[config.mk]
export PLATFORM = sky130hd
export DESIGN_NAME = credit_tx
export DESIGN_NICKNAME = d
export VERILOG_FILES = /design/src/rtl/credit_tx_pkg.sv /design/src/rtl/credit_tx_credit_counter.sv /design/src/rtl/credit_tx.sv
export SDC_FILE = /design/constraint.sdc
export NUM_CORES = 1
export LEC_CHECK = 0
export BUFFER_PORTS_ARGS = -buffer_cell sky130_fd_sc_hd__buf_2
export CAP_MARGIN = 20
export CORE_MARGIN = 2
export CORE_UTILIZATION = 48
export DETAILED_ROUTE_END_ITERATION = 10
export PLACE_DENSITY = 0.8
export SYNTH_ARGS = -nofsm -noshare
export SYNTH_HDL_FRONTEND = slang
export SYNTH_SLANG_ARGS = --single-unit
[constraint.sdc]
create_clock -name clk -period 5 [get_ports clk]
set_clock_uncertainty 0.15 [all_clocks]
set_input_delay 0.5 -clock clk [delete_from_list [all_inputs] [get_ports clk]]
set_output_delay 0.5 -clock clk [all_outputs]
set_load 0.02 [all_outputs]
[src/rtl/credit_tx_pkg.sv]
`default_nettype none
// ============================================================================
//  Module   : credit_tx_pkg
//  Brief    : Shared encodings for the credit-based link transmitter:
//             FSM state codes and the credit-counter update select.
//  Revision : 1.0 - initial release
// ============================================================================
package credit_tx_pkg;

    // Transmitter control states
    typedef enum logic [1:0] {
        ST_INIT  = 2'd0,
        ST_RUN   = 2'd1,
        ST_FLUSH = 2'd2
    } state_t;

    // Credit counter update select
    typedef enum logic [1:0] {
        CNT_HOLD = 2'd0,
        CNT_INC  = 2'd1,
        CNT_DEC  = 2'd2
    } cnt_sel_t;

    // A beat spends a credit, a return gives one back; both together cancel.
    function automatic cnt_sel_t cnt_select(input logic hs, input logic ret);
        cnt_sel_t sel;
        case ({hs, ret})
            2'b10:   sel = CNT_DEC;
            2'b01:   sel = CNT_INC;
            default: sel = CNT_HOLD;
        endcase
        return sel;
    endfunction

endpackage
`default_nettype wire

[src/rtl/credit_tx_credit_counter.sv]
`default_nettype none
// ============================================================================
//  Module   : credit_counter
//  Brief    : Saturating up/down credit counter loaded with CREDIT_INIT on
//             reset. Reports empty, full and overflow (increment while full).
//  Revision : 1.0 - initial release
// ============================================================================
module credit_counter
    import credit_tx_pkg::*;
#(
    parameter int CREDIT_INIT = 4,
    parameter int CNT_WIDTH   = 3
) (
    input  logic                 clk,
    input  logic                 rst_n,
    input  cnt_sel_t             sel,
    output logic [CNT_WIDTH-1:0] cnt,
    output logic                 zero,
    output logic                 full,
    output logic                 ovf
);

    localparam logic [CNT_WIDTH-1:0] C_LOAD = CNT_WIDTH'(CREDIT_INIT);
    localparam logic [CNT_WIDTH-1:0] C_ONE  = CNT_WIDTH'(1);

    logic [CNT_WIDTH-1:0] r_cnt;

    // Count up on return, down on send; clamp at both ends instead of wrapping.
    always_ff @(posedge clk or negedge rst_n) begin
        if (!rst_n) begin
            r_cnt <= C_LOAD;
        end else begin
            case (sel)
                CNT_INC: if (r_cnt != C_LOAD)     r_cnt <= r_cnt + C_ONE;
                CNT_DEC: if (r_cnt != '0)         r_cnt <= r_cnt - C_ONE;
                default: r_cnt <= r_cnt;
            endcase
        end
    end

    assign cnt  = r_cnt;
    assign zero = (r_cnt == '0);
    assign full = (r_cnt == C_LOAD);
    assign ovf  = (sel == CNT_INC) && full;

endmodule
`default_nettype wire

[src/rtl/credit_tx.sv]
`default_nettype none
// ============================================================================
//  Module   : credit_tx
//  Brief    : Credit-based link transmitter. Converts a valid/ready upstream
//             stream into registered one-cycle data pulses, spending one
//             credit per beat; credits come back via credit_ret_i. A flush
//             request stops sending until every credit has returned.
//             Optional macro CREDIT_TX_ERR_EN builds the sticky overflow
//             error flag and simulation assertions.
//  Revision : 1.0 - initial release
// ============================================================================
module credit_tx
    import credit_tx_pkg::*;
#(
    parameter int DATA_WIDTH  = 8,
    parameter int CREDIT_INIT = 4,
    parameter int CNT_WIDTH   = 3
) (
    input  logic                  clk,
    input  logic                  rst_n,
    input  logic [DATA_WIDTH-1:0] bwd_data_i,
    input  logic                  bwd_valid_i,
    output logic                  bwd_ready_o,
    output logic [DATA_WIDTH-1:0] fwd_data_o,
    output logic                  fwd_valid_o,
    input  logic                  credit_ret_i,
    input  logic                  flush_i,
    output logic                  flush_done_o,
    output logic [CNT_WIDTH-1:0]  credit_cnt_o,
    output logic                  err_o
);

    state_t                r_state;
    state_t                w_state_nxt;
    logic                  w_flush_done_nxt;
    logic                  w_ready;
    logic                  w_hs;
    logic                  w_zero;
    logic                  w_full;
    logic                  w_ovf;
    cnt_sel_t              w_cnt_sel;
    logic                  r_fwd_valid;
    logic                  r_flush_done;
    logic [DATA_WIDTH-1:0] r_fwd_data;

    assign w_hs      = bwd_valid_i & w_ready;
    assign w_cnt_sel = cnt_select(w_hs, credit_ret_i);

    credit_counter #(
        .CREDIT_INIT (CREDIT_INIT),
        .CNT_WIDTH   (CNT_WIDTH)
    ) u_credit_counter (
        .clk   (clk),
        .rst_n (rst_n),
        .sel   (w_cnt_sel),
        .cnt   (credit_cnt_o),
        .zero  (w_zero),
        .full  (w_full),
        .ovf   (w_ovf)
    );

    // State register
    always_ff @(posedge clk or negedge rst_n) begin
        if (!rst_n) r_state <= ST_INIT;
        else        r_state <= w_state_nxt;
    end

    // Next state, ready and flush-completion; ready depends on registered state only
    always_comb begin
        w_state_nxt      = r_state;
        w_ready          = 1'b0;
        w_flush_done_nxt = 1'b0;
        case (r_state)
            ST_INIT: begin
                w_state_nxt = ST_RUN;
            end
            ST_RUN: begin
                w_ready = !w_zero;
                if (flush_i) w_state_nxt = ST_FLUSH;
            end
            ST_FLUSH: begin
                if (w_full) begin
                    w_flush_done_nxt = 1'b1;
                    w_state_nxt      = ST_RUN;
                end
            end
            default: begin
                w_state_nxt = ST_INIT;
            end
        endcase
    end

    // Link valid and flush-done pulses, one cycle after their cause
    always_ff @(posedge clk or negedge rst_n) begin
        if (!rst_n) begin
            r_fwd_valid  <= 1'b0;
            r_flush_done <= 1'b0;
        end else begin
            r_fwd_valid  <= w_hs;
            r_flush_done <= w_flush_done_nxt;
        end
    end

    // Payload register; only meaningful while fwd_valid_o is high, so no reset
    always_ff @(posedge clk) begin
        if (w_hs) r_fwd_data <= bwd_data_i;
    end

    assign bwd_ready_o  = w_ready;
    assign fwd_valid_o  = r_fwd_valid;
    assign fwd_data_o   = r_fwd_data;
    assign flush_done_o = r_flush_done;

`ifdef CREDIT_TX_ERR_EN
    logic r_err;

    // Sticky overflow flag: a credit came back that was never spent
    always_ff @(posedge clk or negedge rst_n) begin
        if (!rst_n)     r_err <= 1'b0;
        else if (w_ovf) r_err <= 1'b1;
    end

    assign err_o = r_err;

`ifndef SYNTHESIS
    a_no_overflow: assert property (@(posedge clk) disable iff (!rst_n) !w_ovf);
    a_no_send_empty: assert property (@(posedge clk) disable iff (!rst_n) !(w_hs && w_zero));
`endif
`else
    logic w_unused;
    assign w_unused = w_ovf;
    assign err_o    = 1'b0;
`endif

endmodule
`default_nettype wire

=== Word-level counts from Yosys, hierarchy flattened ===
Cells that the tools add are included.

* Memory bits (writable): 0
* Word-level logic and storage cells: 37
* Output and inout bits: 15
* Memories kept: 0
* Bits in registers: 15
* Input port bits: 13
* ROM bits: 0
* Bits in latches: 0

* Divide/modulo/power cells: 0
* Bitwise gates (word level): 1
* Shift-type cells: 0
* Add/sub/neg operators: 2
* Eq/ne operators: 12
* Magnitude comparators: 0
* Multipliers: 0
* Multiplexer cells: 10
* Reduce and logical (&&, ||, !) cells: 7

{| class="wikitable"
|+ Operators with widths
! kind !! count
|-
| 2-bit by 1-bit == test with 1-bit output, second input constant || 3
|-
| 2-bit == test, second input constant || 3
|-
| 3-bit 2-to-1 mux || 2
|-
| 2-bit by 1-bit inequality test with 1-bit output, second input constant || 3
|-
| 2-bit case mux with 3 select lines || 1
|-
| 3-bit case mux with 2 select lines || 1
|-
| 2-bit 2-to-1 mux || 2
|-
| 2-bit case mux with 2 select lines || 1
|-
| 3-bit by 1-bit adder with 3-bit output, second input constant || 1
|-
| 3-bit == test, second input constant || 1
|-
| 3-bit zero test || 1
|-
| 1-bit 2-to-1 mux || 3
|-
| 3-bit inequality test, second input constant || 1
|-
| 3-bit AND reduction || 1
|-
| 3-bit nonzero test || 1
|-
| 3-bit by 1-bit subtractor with 3-bit output, second input constant || 1
|-
| 2-bit zero test || 1
|-
| 2-bit inequality test, second input constant || 1
|-
| 2-bit AND reduction || 1
|-
| 2-bit nonzero test || 1
|-
| 1-bit bitwise AND || 1
|-
| 1-bit zero test || 1
|}

=== Longest topological paths before layout ===
Gate-level depths: netlist of the first run.

* Word-level depth: 9
* Mapped depth: 9
* Depth with buffers taken out: 9

=== Hierarchy ===
From an unflattened synthesis of the first run, not the netlist that was laid out.

* Cells, all modules: 55
* Area, all modules: 742.0 um^2

{| class="wikitable"
|+ By module, submodules not included
! module !! times used !! area each (um^2) !! cells an instance !! seq. area each (um^2)
|-
| credit_tx || 1 || 426.7 || 25 || 340.3
|-
| credit_counter || 1 || 315.3 || 30 || 76.3
|}

=== Least setup slack after synthesis of the first run ===
Ideal clock, no wire load.

* Path kind: flip-flop to flip-flop
* Start point: register u_credit_counter.r_cnt[2], in the netlist u_credit_counter.cnt[2]
* End point: register u_credit_counter.r_cnt[2], in the netlist u_credit_counter.cnt[2]
* Arrival time: 2.904 ns
* Cell stages (with the launch flop): 10
* Slack: 1.865 ns
* Buffers on the path: 0
* Library setup time: 0.081 ns
* Clock period less this slack: 3.135 ns
* Data required time: 4.769 ns
* Cells stage by stage: dfstp_2 -> nor3_1 -> nor3b_1 -> and2_1 -> ha_1 -> xor2_1 -> ha_1 -> a21oi_1 -> mux2_2 -> o211ai_1

* Longest elaborated chain between the ends: 9
* Elaborated cells on any way between the ends: 20
* Those cells by class: add/sub (2); eq/ne (7); mux (5); bitwise (1); reduce/logical (5)

{| class="wikitable"
|+ Ends and longest elaborated chain
! item !! line !! text
|-
| start, declared || credit_tx_credit_counter.sv:26 || <nowiki>logic [CNT_WIDTH-1:0] r_cnt;</nowiki>
|-
| start signal, assigned || credit_tx_credit_counter.sv:34 || <nowiki>CNT_INC: if (r_cnt != C_LOAD) r_cnt <= r_cnt + C_ONE;</nowiki>
|-
| start signal, assigned || credit_tx_credit_counter.sv:35 || <nowiki>CNT_DEC: if (r_cnt != '0) r_cnt <= r_cnt - C_ONE;</nowiki>
|-
| start signal, assigned || credit_tx_credit_counter.sv:36 || <nowiki>default: r_cnt <= r_cnt;</nowiki>
|-
| 3-bit zero test * || credit_tx_credit_counter.sv:42 || <nowiki>assign zero = (r_cnt == '0);</nowiki>
|-
| 1-bit zero test * || credit_tx.sv:78 || <nowiki>w_ready = !w_zero;</nowiki>
|-
| 1-bit 2-to-1 mux * || credit_tx.sv:73 || <nowiki>case (r_state)</nowiki>
|-
| via bwd_ready_o || credit_tx.sv:23 || <nowiki>output logic bwd_ready_o,</nowiki>
|-
| 1-bit bitwise AND * || credit_tx.sv:46 || <nowiki>assign w_hs = bwd_valid_i & w_ready;</nowiki>
|-
| via w_hs || credit_tx.sv:37 || <nowiki>logic w_hs;</nowiki>
|-
| 2-bit by 1-bit == test with 1-bit output / 2-bit == test (equally long branches) || credit_tx_pkg.sv:27 || <nowiki>case ({hs, ret})</nowiki>
|-
| 2-bit case mux with 2 select lines * || credit_tx_pkg.sv:27 ||
|-
| 2-bit by 1-bit == test with 1-bit output / 2-bit == test (equally long branches) || -- ||
|-
| 2-bit by 1-bit inequality test with 1-bit output (no line) / 2-bit nonzero test (equally long branches) || -- ||
|-
| 3-bit AND reduction (no line) || -- ||
|}

Mark *: on every way through the listed nets, which the timed path passes. The rest lies on a longest branch. The select of a mux whose other input is x is not followed.
A chain may end at the register's enable or synchronous reset.

=== Worst setup path after layout of the first run ===
* Start point: register u_credit_counter.r_cnt[2], in the netlist u_credit_counter.cnt[2]
* End point: register u_credit_counter.r_cnt[2], in the netlist u_credit_counter.cnt[2]

* Longest elaborated chain between the ends: 9
* Elaborated cells on any way between the ends: 20
* Those cells by class: add/sub (2); eq/ne (7); mux (5); bitwise (1); reduce/logical (5)

{| class="wikitable"
|+ Ends and longest elaborated chain
! item !! line
|-
| 3-bit zero test * || credit_tx_credit_counter.sv:42
|-
| 1-bit zero test * || credit_tx.sv:78
|-
| 1-bit 2-to-1 mux * || credit_tx.sv:73
|-
| 1-bit bitwise AND * || credit_tx.sv:46
|-
| via w_hs || credit_tx.sv:37
|-
| 2-bit by 1-bit == test with 1-bit output / 2-bit == test (equally long branches) || credit_tx_pkg.sv:27
|-
| 2-bit case mux with 2 select lines * || credit_tx_pkg.sv:27
|-
| 2-bit by 1-bit == test with 1-bit output / 2-bit == test (equally long branches) || --
|-
| 2-bit by 1-bit inequality test with 1-bit output (no line) / 2-bit nonzero test (equally long branches) || --
|-
| 3-bit AND reduction (no line) || --
|}

Marked as above.

==> results of run 1 <==
==> logic make-up (layout without fill, tap and decap cells) <==
kind of cell	count (synthesis)	count (layout)	share of synthesized area (%)
xor+xnor	2	2	2.63
buf+inv	3	33	2.25
simple gates	16	16	12.9
fa+ha+maj	4	4	7.50
compound gates	9	9	8.44
other cells	1	1	0.562
mux	2	2	3.19
flops	15	15	62.5
==> sequential cells by signal, indices dropped and copies added (netlist names) <==
| name | cells |
|---|---|
| fwd_data_o | 8 |
| fwd_valid_o | 1 |
| r_state | 2 |
| u_credit_counter.cnt | 3 |
| flush_done_o | 1 |
==> metal layers <==
| layer | part of all wire (%) | routed length (um) | up-vias |
|---|---|---|---|
| met4 | 1.6 | 19 | 0 |
| met5 | 0 | 0 | - |
| met2 | 43 | 497 | 26 |
| li1 | - | - | 241 |
| met3 | 13 | 146 | 2 |
| met1 | 43 | 499 | 197 |
==> path summary, 6_finish.rpt <==
check | end | cells after the start
worst max-delay path | u_credit_counter.cnt[2] | 9
worst min-delay path | fwd_data_o[4] | 1
worst max register to register | u_credit_counter.cnt[2] | 9
worst min register to register | flush_done_o | 1
max in group asynchronous | u_credit_counter.cnt[2] | 2
min in group asynchronous | u_credit_counter.cnt[1] | 2
==> Yosys cell counts (all sizes together) <==
| library cell | number | area [um^2] |
|---|---|---|
| and2 | 2 | 12.5 |
| nor3b | 2 | 15.0 |
| ha | 4 | 50.1 |
| a2bb2oi | 1 | 8.76 |
| or2b | 1 | 7.51 |
| dfrtp | 6 | 150 |
| o21bai | 1 | 7.51 |
| o31ai | 1 | 7.51 |
| o21ai | 3 | 15.0 |
| conb | 1 | 3.75 |
| o211ai | 1 | 7.51 |
| nand2 | 5 | 18.8 |
| xor2 | 2 | 17.5 |
| nand3b | 1 | 7.51 |
| edfxtp | 8 | 240 |
| mux2 | 1 | 11.3 |
| nor3 | 1 | 5.00 |
| inv | 2 | 7.51 |
| buf | 1 | 7.51 |
| mux2i | 1 | 10.0 |
| a21oi | 2 | 10.0 |
| or3b | 1 | 8.76 |
| dfstp | 1 | 26.3 |
| nor2 | 3 | 11.3 |
==> worst max-delay path, cell delays in order (launching register included) <==
cell and delay, ns:
dfstp_2 0.60, nor3_1 0.07, nor3b_1 0.31, and2_1 0.46, ha_1 0.33, xor2_1 0.09
ha_1 0.18, a21oi_1 0.22, mux2_2 0.38, o211ai_1 0.09
==> final cells by class <==
cell class / instances / share of cell area (%)
inverter: 2 / 0.889
sequential: 15 / 49.3
clock buffer: 4 / 3.11
timing repair buffer: 27 / 16.6
tap: 15 / 2.22
multi-input combinational: 34 / 27.9
==> metrics by stage <==
step | hold slack [ns] | worst slack [ns] | cells
floorplan | 0.0544 | 1.86 | 52
CTS | 0.240 | 2.04 | 97
finish | 0.244 | 2.05 | 97
detailed placement | 0.190 | 2.08 | 92
global route | 0.227 | 1.78 | 97
global placement | 0.190 | 2.14 | 92
==> power groups by stage <==
stage / clock, mW / sequential (mW) / combinational (mW)
floorplan: 0 / 0.243 / 0.111
global placement: 0 / 0.210 / 0.196
detailed placement: 0 / 0.212 / 0.202
CTS: 0.0678 / 0.209 / 0.205
global route: 0.0743 / 0.217 / 0.228
finish: 0.0664 / 0.208 / 0.203
==> qor.csv, run 1 <==
metric,value,unit
status,completed,
Cell variety after synth,24,
Design Power,0.478,mW
internal power,0.289,mW
"Core Util, Final",64.9,%
Sinks on Clock Net,15,
Register Area,417,um^2
core area,1300,um^2
r2r setup slk,2.05,ns
Final Max Slew Viols,0,
WP data required,5.05,ns
area of the multi-input gates,235,um^2
gr ovfl total,0,
post-synthesis sequential area ratio,62.5,%
r2r startpoint,u_credit_counter.cnt[2],
cell area after placement,808,um^2
ratio of cells with drive above 1 in the final layout,37.8,%
TNS Setup,0,ns
Hold Crit Class,input port to flip-flop,
FILL cells,114,
grt peak-use layer,met2,
critical path startpoint,u_credit_counter.cnt[2],
PortBufs,26,
crit path DAT,3.00,ns
routed len/inst,12.0,um
Clk pwr share,13.9,%
Fmax,339,MHz
"Net Count, Synth",69,
GR Layer Usage met1,19.3,%
Net Sw Frac,39.4,%
logic gate share of total power,42.5,%
most frequent cells in the layout,"26 x buf_2, 8 x edfxtp_1, 6 x dfrtp_1, 5 x nand2_1, 4 x ha_1",
Syn-to-layout area delta,26.6,%
crit path max fanout,11,
vias,466,
met3 Use GR,7.61,%
final setup violation count,0,
post-CTS setup buffers,0,
Yosys warnings,0,
Leak,0.401,nW
"most common cell after layout, fill and taps aside",buf_2,
cts hold-fix bufs,1,
synthesized cell area,667,um^2
clock root buffer,clkbuf_4,
DRC Markers,0,
PostCTS Resize Cnt,0,
RSZ-0062 raised after global routing,no,
Post-Syn Instances,52,
worst skew pair latency,0.28,ns
Die Y,41.3,um
max-cap violations,0,
Yosys reg bits,15,
fin crit share,59.0,%
CTS tree,built,
Die W,41.3,um
Psw,0.188,mW
Flop pwr share,43.6,%
PwrDens,566,nW/um^2
CTS max path bufs,2,
Post-Syn Area per Cell,12.8,um^2
Final min period,2.95,ns
Layout Nets,100,
HPWL Detailed,924,um
largest net degree at the start of global routing,12,
"Reg clk slew, reported paths",0.08,ns
Critical Path Start Type,flip-flop,
routed vias/inst,4.80,
ANT cells,0,
M2 GR Usage,24.2,%
DRT Wirelength,1.16,mm
Max rail drop VDD,0.378,mV
Starting DRT DRC Count,4,
num rows,13,
crit path kind,flip-flop to flip-flop,
CP Capture Type,flip-flop,
critical hold path startpoint,bwd_data_i[4],
global-route wire length before repair,1.71,mm
CTS Buf Count,3,
initial core utilization,51.3,%
die area,1700,um^2
initial antenna violation count,0,
ANT nets after route,0,
H-tree depth,1,
routability cong.,0.737,
post-route cell area,845,um^2
1st-pass router iterations,4,
io pins,28,
final hold violation count,0,
GRT Total Usage,16.9,%
vias in the first global route,438,
(Power assumes the default switching activity.)
==> inputs of run 2 (changes only) <==
Settings changed: ABC_AREA set to 1, CORE_UTILIZATION 48 to 45, PLACE_DENSITY 0.8 to 0.75.
Clock period 5 ns to 2.75 ns, I/O delays scaled along.
==> qor.csv, run 2 <==
metric,value,unit,change
Max rail drop VDD,0.497,mV,+31%
PortBufs,26,,unchanged
CP dominant cell by count,nand2_1,,
Post-synth top cells,"20 x nand2_1, 8 x edfxtp_1, 8 x inv_1",,
Simple-Gate Fraction of Synth Area,24.3,%,+11 points
1st-pass router iterations,2,,-2
core area,1490,um^2,+14%
Critical Path Start Type,flip-flop,,
FILL cells,125,,+9.6%
clock root buffer,clkbuf_4,,
Hold Crit Class,input port to flip-flop,,
Leak,0.476,nW,+19%
compound-cell area share of the yosys netlist,0.710,%,-7.7 points
CTS max path bufs,2,,unchanged
initial core utilization,47.3,%,-3.9 points
cell count along the critical path,15,,+6
fin crit share,80.3,%,+21 points
Flop pwr share,41.6,%,-2.0 points
number of synthesized flops with an enable pin,8,,unchanged
"Top FF cell, synth",edfxtp_1,,
final setup violation count,0,,unchanged
synthesized cell area,704,um^2,+5.6%
crit path max fanout,11,,unchanged
reg2reg path depth,15,,+6
cts hold-fix bufs,1,,unchanged
die area,1900,um^2,+11%
Psw,0.383,mW,+100%
Net Sw Frac,42.6,%,+3.2 points
largest net degree at the start of global routing,12,,unchanged
max FFs per register,8,,unchanged
Yosys reg bits,15,,unchanged
DRC Markers,0,,unchanged
vias,534,,+15%
Layout Nets,116,,+16%
WP buf/inv,4,,+4
routability cong.,0.829,,+13%
"critical path, cell by cell","inv_2, nand2_1, inv_2, nor2_4, nand2_2, inv_2, ha_1, xor2_1, ha_1, inv_1, nand2_1, nand2_1, nand2_1, nand2_1, nand2_1",,
post-synthesis sequential area ratio,59.1,%,-3.3 points
PostCTS Resize Cnt,0,,unchanged
worst skew pair latency,0.27,ns,about the same
vias in the first global route,503,,+15%
Syn-to-layout area delta,26.8,%,
internal power,0.516,mW,+78%
HPWL Detailed,968,um,+4.7%
Post-Syn Area per Cell,10.5,um^2,-18%
Yosys warnings,0,,unchanged
dpl ws,0.544,ns,-1.54 ns
largest family of logic cells by synthesized area,simple AND/OR/NAND/NOR gates,,
CTS Buf Count,3,,unchanged
Post-Synth Adder-Cell Area,7.10,%,-0.40 points
global-route wire length before repair,2.10,mm,+23%
crit path DAT,2.27,ns,-0.73 ns
fraction of registers with async set/reset,46.7,%,unchanged
CP Capture Type,flip-flop,,
"Net Count, Synth",84,,+22%
Die W,43.6,um,+5.5%
synth top area cells,"edfxtp_1 34%, dfrtp_1 21%, nand2_1 11%",,
gr ovfl total,0,,unchanged
DRT Wirelength,1.17,mm,+0.26%
r2r startpoint,u_credit_counter.cnt[2],,
TNS Setup,0,ns,unchanged
Post-Syn Instances,67,,+29%
"Reg clk slew, reported paths",0.08,ns,about the same
Hold WS,0.0245,ns,-0.220 ns
PnR worst setup slack,0.542,ns,-1.51 ns
Worst path max stage delay,0.61,ns,about the same
XOR/XNOR Fraction of Synth Area,1.24,%,-1.4 points
CTS tree,built,,
GRT Total Usage,14.9,%,-1.9 points
Cell variety after synth,18,,-25%
Clk pwr share,13.1,%,-0.8 points
Sinks on Clock Net,15,,unchanged
most frequent cells in the layout,"26 x buf_2, 20 x nand2_1, 8 x inv_1, 8 x edfxtp_1, 6 x dfrtp_1",,
RSZ-0062 raised after global routing,no,,
ANT cells,0,,unchanged
Final min period,2.21,ns,-0.741 ns
critical path startpoint,u_credit_counter.cnt[2],,
Starting DRT DRC Count,13,,+9
top-area cell type share of the netlist area,34.1,%,-1.9 points
Fmax,453,MHz,+34%
RR Endpoint,u_credit_counter.cnt[2],,
routed len/inst,10.2,um,-15%
ANT nets after route,0,,unchanged
r2r setup slk,0.54,ns,-1.51 ns
post-synth top area cell,edfxtp_1,,
WP data required,2.82,ns,-2.23 ns
crit path kind,flip-flop to flip-flop,,
Design Power,0.899,mW,+88%
status,completed,,
cell area after placement,847,um^2,+4.8%
PwrDens,1010,nW/um^2,+78%
post-route cell area,893,um^2,+5.8%
Final Max Slew Viols,0,,unchanged
H-tree depth,1,,unchanged
Die Y,43.6,um,+5.5%
Worst Setup EP,u_credit_counter.cnt[2],,
post-CTS setup buffers,0,,unchanged
num rows,14,,+1
"most common cell after layout, fill and taps aside",buf_2,,
final hold violation count,0,,unchanged
top-count cell post-synth,nand2_1,,
mux cell area share after synthesis,0,%,-3.2 points
max-cap violations,0,,unchanged
logic gate share of total power,45.3,%,+2.8 points
io pins,28,,unchanged
routed vias/inst,4.68,,-2.5%
ratio of cells with drive above 1 in the final layout,39.8,%,+2.0 points
slowest CP cell,dfstp_2,,
family with the most delay on the worst path,flip-flops,,
initial antenna violation count,0,,unchanged
run 2: worst min-delay path by stage:
stage                              from            end  slack, ns  cells after the start
after detailed placement          rst_n     r_state[1]      -0.04                      1
final                     bwd_data_i[7]  fwd_data_o[7]       0.02                      1
after floorplan                   rst_n   flush_done_o      -0.17                      0
after global placement            rst_n     r_state[1]      -0.04                      1
after CTS                 bwd_data_i[7]  fwd_data_o[7]      0.009                      1
after global routing      bwd_data_i[0]  fwd_data_o[0]     0.0003                      1
run 2: final cells by class:
cell class	count	area, um^2	share of cell area [%]
clock buffer	4	26.3	2.94
inverter	11	41.3	4.62
multi-input combinational	40	239	26.8
sequential	15	417	46.6
tap	16	20.0	2.24
timing repair buffer	28	150	16.8
run 2: through the flow:
stage	util (%)	instances
finish	60.0	114
floorplan	-	67
global route	60.0	114
detailed placement	56.9	108
global placement	56.9	108
CTS	59.3	113
run 2: power by group through the flow:
| stage | combinational (mW) | clock, mW | sequential (mW) |
|---|---|---|---|
| 2_1_floorplan | 0.239 | 0 | 0.437 |
| 3_3_place_gp | 0.402 | 0 | 0.378 |
| 3_5_place_dp | 0.412 | 0 | 0.380 |
| 4_1_cts | 0.415 | 0.125 | 0.375 |
| 5_1_grt | 0.463 | 0.136 | 0.385 |
| 6_report | 0.407 | 0.118 | 0.374 |
run 2: kinds of logic (layout without fill, tap and decap cells):
logic type | Yosys count | in the layout
compound gates | 1 | 1
xor+xnor | 1 | 1
fa+ha+maj | 4 | 4
buf+inv | 12 | 43
flops | 15 | 15
other cells | 1 | 1
simple gates | 33 | 33
run 2: metal layers:
layer / wire length (um) / global-route usage (%)
met4: 0 / 1.82
met3: 93 / 7.08
met5: 0 / 0
met1: 472 / 17.8
met2: 599 / 25.3
==> inputs of run 3 (changes only) <==
Settings changed: CORE_UTILIZATION 45 to 41, PLACE_DENSITY 0.75 to 0.72.
Clock period 2.75 ns to 1.8 ns, I/O delays scaled along.
==> qor.csv, run 3 (synthesis gave the netlist of run 2 again) <==
metric,value,unit,change
Fmax,546,MHz,+20%
final hold violation count,0,,unchanged
Final min period,1.83,ns,-0.376 ns
Starting DRT DRC Count,3,,-10
TNS Setup,-0.0601,ns,-0.0601 ns
worst skew pair latency,0.28,ns,about the same
r2r setup slk,-0.03,ns,-0.57 ns
GRT Total Usage,15.9,%,+0.93 points
status,"finished, violations left",,
ratio of cells with drive above 1 in the final layout,50.4,%,+11 points
Max rail drop VDD,1.13,mV,+130%
WP data required,1.88,ns,-0.94 ns
1st-pass router iterations,3,,+1
HPWL Detailed,986,um,+1.9%
CTS tree,built,,
Critical Path Start Type,flip-flop,,
max-cap violations,0,,unchanged
largest net degree at the start of global routing,10,,-2
fin cells,135,,+18%
Die Y,45.5,um,+4.3%
CP Capture Type,flip-flop,,
PnR worst setup slack,-0.0328,ns,-0.574 ns
initial core utilization,45.2,%,-2.1 points
Layout Nets,137,,+18%
final setup violation count,2,,+2
io pins,28,,unchanged
DRT Wirelength,1.40,mm,+20%
routed len/inst,10.3,um,+1.3%
Leak,0.577,nW,+21%
core area,1560,um^2,+4.7%
Hold WS,0.0850,ns,+0.0606 ns
"Reg clk slew, reported paths",0.09,ns,about the same
Die W,45.5,um,+4.3%
dpl cells,118,,+9.3%
Sinks on Clock Net,15,,unchanged
die area,2070,um^2,+8.8%
Final Max Slew Viols,0,,unchanged
vias in the first global route,577,,+15%
crit path DAT,1.91,ns,-0.36 ns
routability cong.,0.778,,-6.1%
ANT nets after route,0,,unchanged
PortBufs,26,,unchanged
reg2reg path depth,15,,unchanged
initial antenna violation count,0,,unchanged
CTS Buf Count,3,,unchanged
max FFs per register,8,,unchanged
routed vias/inst,4.50,,-3.9%
H-tree depth,1,,unchanged
crit path kind,flip-flop to flip-flop,,
Syn-to-layout area delta,57.7,%,
fin crit share,102,%,+22 points
PwrDens,1500,nW/um^2,+50%
most frequent cells in the layout,"25 x buf_2, 17 x nand2_1, 11 x buf_4, 10 x dlygate4sd3_1, 8 x edfxtp_1",,
DRC Markers,0,,unchanged
crit path max fanout,3,,-8
gr ovfl total,0,,unchanged
CTS max path bufs,2,,unchanged
RSZ-0062 raised after global routing,yes,,
failing checks,setup timing,,
ANT cells,0,,unchanged
clock root buffer,clkbuf_4,,
r2r startpoint,u_credit_counter.cnt[2],,
Design Power,1.67,mW,+86%
"most common cell after layout, fill and taps aside",buf_2,,
RR Endpoint,u_credit_counter.cnt[2],,
vias,608,,+14%
Hold Crit Class,input port to asynchronous set/reset pin,,
num rows,14,,unchanged
global-route wire length before repair,2.28,mm,+8.9%
-- run 3: through the flow --
| step | instance area, um^2 | util, % | setup slack [ns] |
|---|---|---|---|
| 2_1_floorplan | 719 | - | -0.311 |
| 3_3_place_gp | 937 | 60.1 | -0.0500 |
| 3_5_place_dp | 937 | 60.1 | -0.0585 |
| 4_1_cts | 1090 | 70.1 | -0.0361 |
| 5_1_grt | 1110 | 71.3 | -0.157 |
| 6_report | 1110 | 71.3 | -0.0328 |
-- run 3: cell type report --
class / count / area, um^2
fill: 109 / 448
sequential: 15 / 417
timing repair buffer: 49 / 342
multi-input combinational: 40 / 262
inverter: 11 / 43.8
clock buffer: 3 / 22.5
tap: 16 / 20.0
clock inverter: 1 / 5.00
-- run 3: metal layers --
metal | vias up | track usage, % | share of wire, %
met4 | 0 | 5.29 | 1.1
met1 | 265 | 18.1 | 41
li1 | 314 | - | -
met3 | 4 | 5.56 | 8.3
met5 | - | 0 | 0
met2 | 25 | 27.3 | 50
-- run 3: worst max-delay path by stage --
| stage | slack, ns | startpoint | cells after the start | endpoint |
|---|---|---|---|---|
| after global placement | -0.05 | u_credit_counter.cnt[2] | 15 | u_credit_counter.cnt[2] |
| after global routing | -0.16 | u_credit_counter.cnt[2] | 15 | u_credit_counter.cnt[2] |
| after floorplan | -0.31 | u_credit_counter.cnt[2] | 15 | u_credit_counter.cnt[2] |
| final | -0.03 | u_credit_counter.cnt[2] | 15 | u_credit_counter.cnt[2] |
| after detailed placement | -0.06 | u_credit_counter.cnt[2] | 15 | u_credit_counter.cnt[2] |
| after CTS | -0.04 | u_credit_counter.cnt[2] | 15 | u_credit_counter.cnt[2] |
-- run 3: repair_timing --
action                                 in CTS  in global routing
pin swaps                                  12                  0
endpoints found under the hold margin      17                  0
gates resized for setup                     3                  6
setup endpoints to repair                   3                  4
buffers inserted                            3                  0
hold buffers                               10                  0
-- run 3: power by group --
group          leakage (nW)  internal (mW)  total, mW  switching [mW]
registers             0.160          0.483      0.537          0.0535
clock network        0.0177         0.0825      0.191           0.108
logic                 0.399          0.442      0.944           0.502
total                 0.577           1.01       1.67           0.664
-- run 3: worst max-delay path, cell delays in order, from the launching register on --
cell and delay (ns):
dfstp_2 0.54, inv_2 0.04, nand2_2 0.05, inv_2 0.04
nor2_4 0.08, nand2_2 0.08, inv_4 0.07, ha_4 0.13
xor2_1 0.14, ha_2 0.19, inv_2 0.04, nand2_2 0.04
nand2_1 0.04, nand2_1 0.05, nand2_1 0.04, nand2_1 0.06
